$ cat config.mk
export PLATFORM = sky130hd
export DESIGN_NAME = fetch_unit
export DESIGN_NICKNAME = d
export VERILOG_FILES = /design/src/rtl/fetch_unit.sv
export SDC_FILE = /design/constraint.sdc
export NUM_CORES = 1
export LEC_CHECK = 0
export CORE_UTILIZATION = 35
export CTS_CLUSTER_DIAMETER = 120
export DETAILED_ROUTE_END_ITERATION = 16
export PLACE_DENSITY_LB_ADDON = 0.25
export SLEW_MARGIN = 10
export SYNTH_ARGS = -nofsm -noshare
export SYNTH_HDL_FRONTEND = slang
export SYNTH_SLANG_ARGS = --single-unit
$ cat constraint.sdc
create_clock -name clk -period 7.9 [get_ports clk]
set_input_delay 2.37 -clock clk [delete_from_list [all_inputs] [get_ports clk]]
set_output_delay 2.37 -clock clk [all_outputs]
set_load 0.05 [all_outputs]
$ cat src/rtl/fetch_unit.sv
// Instruction fetch stage: owns the fetch PC, issues sequential word reads to
// instruction memory, buffers returned words with their PCs in a small FIFO and
// hands them to the core over valid/ready. A redirect flushes the FIFO and
// discards every response still in flight.
module fetch_unit #(
    parameter logic [31:0] RESET_PC = 32'h0000_0000,
    parameter int unsigned DEPTH    = 4
) (
    input  logic        clk,
    input  logic        rst,
    output logic        imem_req,
    output logic [31:0] imem_addr,
    input  logic        imem_ready,
    input  logic        imem_rvalid,
    input  logic [31:0] imem_rdata,
    input  logic        redirect,
    input  logic [31:0] redirect_pc,
    output logic        instr_valid,
    input  logic        instr_ready,
    output logic [31:0] instr,
    output logic [31:0] instr_pc
);

    localparam int unsigned AW = $clog2(DEPTH);
    localparam int unsigned CW = AW + 1;

    logic [31:0]   fetch_pc_q, fetch_pc_d;
    logic [31:0]   resp_pc_q, resp_pc_d;
    logic [CW-1:0] outstanding_q, outstanding_d;
    logic [CW-1:0] drop_cnt_q, drop_cnt_d;
    logic [CW-1:0] count_q, count_d;
    logic [AW-1:0] rd_ptr_q, rd_ptr_d;
    logic [AW-1:0] wr_ptr_q, wr_ptr_d;

    logic [31:0] pc_mem   [DEPTH];
    logic [31:0] word_mem [DEPTH];

    logic [CW:0] credit_used;
    logic        accept;
    logic        push;
    logic        pop;

    // A request is only issued when a FIFO slot is guaranteed for its response,
    // so the memory side never needs backpressure.
    assign credit_used = {1'b0, count_q} + {1'b0, outstanding_q};
    assign imem_req    = !rst && !redirect && (credit_used < (CW+1)'(DEPTH));
    assign imem_addr   = fetch_pc_q;
    assign accept      = imem_req && imem_ready;

    // Redirect kills any same-cycle push or pop.
    assign push = imem_rvalid && (drop_cnt_q == '0) && !redirect;
    assign pop  = instr_valid && instr_ready && !redirect;

    // Head of FIFO drives the core; outputs are zeroed while empty.
    always_comb begin
        instr_valid = (count_q != '0);
        instr       = '0;
        instr_pc    = '0;
        if (instr_valid) begin
            instr    = word_mem[rd_ptr_q];
            instr_pc = pc_mem[rd_ptr_q];
        end
    end

    // Next-state for PCs, credit counters and FIFO pointers; redirect overrides.
    always_comb begin
        fetch_pc_d    = fetch_pc_q;
        resp_pc_d     = resp_pc_q;
        outstanding_d = outstanding_q + CW'(accept) - CW'(imem_rvalid);
        drop_cnt_d    = drop_cnt_q;
        count_d       = count_q + CW'(push) - CW'(pop);
        rd_ptr_d      = rd_ptr_q;
        wr_ptr_d      = wr_ptr_q;

        if (accept) begin
            fetch_pc_d = fetch_pc_q + 32'd4;
        end
        if (imem_rvalid && (drop_cnt_q != '0)) begin
            drop_cnt_d = drop_cnt_q - CW'(1);
        end
        if (push) begin
            resp_pc_d = resp_pc_q + 32'd4;
            wr_ptr_d  = wr_ptr_q + AW'(1);
        end
        if (pop) begin
            rd_ptr_d = rd_ptr_q + AW'(1);
        end

        if (redirect) begin
            fetch_pc_d = {redirect_pc[31:2], 2'b00};
            resp_pc_d  = {redirect_pc[31:2], 2'b00};
            count_d    = '0;
            rd_ptr_d   = '0;
            wr_ptr_d   = '0;
            // The response arriving this cycle is dropped on the spot.
            drop_cnt_d = outstanding_q - CW'(imem_rvalid);
        end
    end

    // State registers with synchronous reset.
    always_ff @(posedge clk) begin
        if (rst) begin
            fetch_pc_q    <= RESET_PC;
            resp_pc_q     <= RESET_PC;
            outstanding_q <= '0;
            drop_cnt_q    <= '0;
            count_q       <= '0;
            rd_ptr_q      <= '0;
            wr_ptr_q      <= '0;
        end else begin
            fetch_pc_q    <= fetch_pc_d;
            resp_pc_q     <= resp_pc_d;
            outstanding_q <= outstanding_d;
            drop_cnt_q    <= drop_cnt_d;
            count_q       <= count_d;
            rd_ptr_q      <= rd_ptr_d;
            wr_ptr_q      <= wr_ptr_d;
        end
    end

    // FIFO storage; contents are don't-care until count marks them valid.
    always_ff @(posedge clk) begin
        if (push) begin
            pc_mem[wr_ptr_q]   <= resp_pc_q;
            word_mem[wr_ptr_q] <= imem_rdata;
        end
    end

endmodule
==> run metrics <==
status complete, no violations; Max clock buf depth 3; most used cell, CP buf_4; pwr/cell area 233 nW/µm²; post-route ant nets 0; Worst VDD drop 0.103 mV; Yosys cell types 55; Switching Share 24.0%; DR vias 7870; Hold WS 0.528 ns; FMAX 170 MHz; Mean Syn Cell Area 15.1 µm²; post-synthesis sequential area ratio 65.8%; slowest CP cell buf_4; clk sinks 323; CTS resizes 0; Synth Cell Area 13600 µm²; Cell Chain, Critical Path buf_2 -> buf_4 -> nor2_2 -> and3_1 -> buf_4; setup_tns 0 ns; CTS tree yes; TritonCTS Buffers 36; Worst Hold Class register to register; Global Route Usage Sum 15.5%; Max Cap Violations 0; crit share post-route 74.7%; clock transition at the registers of the reported paths 0.06 ns; CP Launch Type input pin; DRT Pass-1 Iters 5; Die Width 199 µm; Layout Nets 1150; WL/cell 18.9 µm; Fin. Hold Viols 0; Vias/cell 4.92; postcts setup bufs 0; Rows 71; Max Fanout on Critical Path 52; die span in y 199 µm; top post-synthesis cells by area edfxtp_1 (55%), dfxtp_1 (11%), mux4_2 (10%), nor2b_1 (2.9%), xor2_1 (2.2%); vias in the first global route 7933; minimum clock period 5.90 ns; Power Internal 2.98 mW; P_sw 0.941 mW; CTS root buf clkbuf_16; IO Port Bufs 161; final clock skew 0.0185 ns; Post-Place Cells 1535; dpl hpwl 18.8 mm; first-pass GRT wire length 46.4 mm; hold buffers post-CTS 0; leak pwr 5.56 nW; I/O pins 168; P&R area growth vs syn 23.9%; share of cells above drive strength 1 13.6%; RSZ-0062 raised after global routing false; largest stage delay on the critical path 0.48 ns; Core Footprint 37900 µm²; Max-slew headroom 25.1%; die area 39600 µm²; Setup Viol. Count Final 0; largest net degree at the start of global routing 65; Clock Latency Late Sink 0.53 ns; Final Wtd Congestion 0.851; Clock Power Share 40.2%; antenna violations before repair 0; Fill cells 3428; count leader, synth edfxtp_1; 1st-iter DRT viols 464; data arrival time of the worst path 3.53 ns; sum of buffers and inverters on the critical path 3; Max Transition Viols Final 0; crit path kind input pin to output port; Synth async-reset ratio 0%; non-filler cells, final 1600; combinational share of power 10.1%; DRC errors left 0; GR Overflow Total 0; Primary FF master, synth edfxtp_1; Post-Synthesis Cells 898; Worst setup EP type output port; DRT Wirelength 30.3 mm; Diodes inserted 0; #FFs+latches synth 323; CP top delay family buffers and inverters; final worst slack 2.00 ns; most instantiated cells after synthesis edfxtp_1 (248), dfxtp_1 (75), nor2b_1 (64); area share of the largest cell type after synthesis 54.8%; Yosys warnings 0; Sequential Power Share 49.7%; Post-synth EDFFs 248; dpl ws 1.98 ns; post-synth top area cell edfxtp_1; CP required 5.53 ns; CTS HTree Levels 2; Slew @ Worst Pin 1.12 ns; Starting Density 35.8%
## worst min-delay path: cells and delay by family (launching register included)
kind          cells  cell delay, ns
flops             1            0.32
xor+xnor          1            0.06
simple gates      1            0.10
## layout by cell type, fill, tap and decap left out, types with 13 or more instances in the layout
master	n
and3_1	13
nor2b_1	64
nand3_1	25
a21boi_0	24
nand4_1	23
clkbuf_16	37
mux4_2	62
a21oi_1	34
xor2_1	34
clkdlybuf4s50_1	159
nor2_1	36
xnor2_1	16
nand2_1	29
dfxtp_1	73
ha_1	16
edfxtp_1	248
inv_1	34
## state kept, by name, summed over array words and instances (netlist names), named ones only
register,flops
resp_pc_q,30
word_mem,128
drop_cnt_q,3
imem_addr,30
rd_ptr_q,2
outstanding_q,3
wr_ptr_q,2
count_q,3
pc_mem,120
## cells by family (layout without fill, tap and decap cells)
family	Yosys count	in the layout	synth area share, %
simple gates	246	246	10.7
compound gates	106	106	5.03
fa+ha+maj	18	18	1.77
other cells	1	4	0.0276
flops	323	323	65.8
mux	70	70	10.9
buf+inv	84	272	2.52
xor+xnor	50	50	3.22
## worst paths after layout
kind / start / to / slack (ns) / depth (start not counted)
worst max-delay path: rst / imem_req / 2.00 / 5
worst min-delay path: rd_ptr_q[1] / register / 0.53 / 2
worst max register to register: count_q[2] / outstanding_q[2] / 4.29 / 11
worst min register to register: rd_ptr_q[1] / register / 0.53 / 2
## layer usage
layer	vias to the layer above	GRT usage, %	share of wire (%)
li1	3730	-	-
met5	-	0	0
met1	3859	22.0	48
met4	0	4.62	2.0
met2	237	23.8	44
met3	44	3.24	6.2
## per-stage QoR
stage                     util (%)  cell area [µm²]  total power [mW]
after floorplan                  -            13600              2.23
after global placement        41.5            15700              2.38
after detailed placement      41.5            15700              2.38
after CTS                     44.4            16800              3.97
after global routing          44.4            16800              4.08
final                         44.4            16800              3.92
## area by class of cell
type	instances	area, µm²	share of cell area (%)
clock buffer	44	952	5.65
clock inverter	21	158	0.936
inverter	36	135	0.802
multi-input combinational	494	4330	25.7
sequential	323	8950	53.2
tap	511	639	3.80
timing repair buffer	171	1680	9.97
## power by group through the flow
stage	clock (mW)	combinational (mW)	sequential, mW
global route	1.70	0.426	1.95
finish	1.58	0.395	1.95
global placement	0	0.398	1.98
floorplan	0	0.227	2.00
detailed placement	0	0.399	1.98
CTS	1.63	0.401	1.95
(Power assumes the default switching activity.)
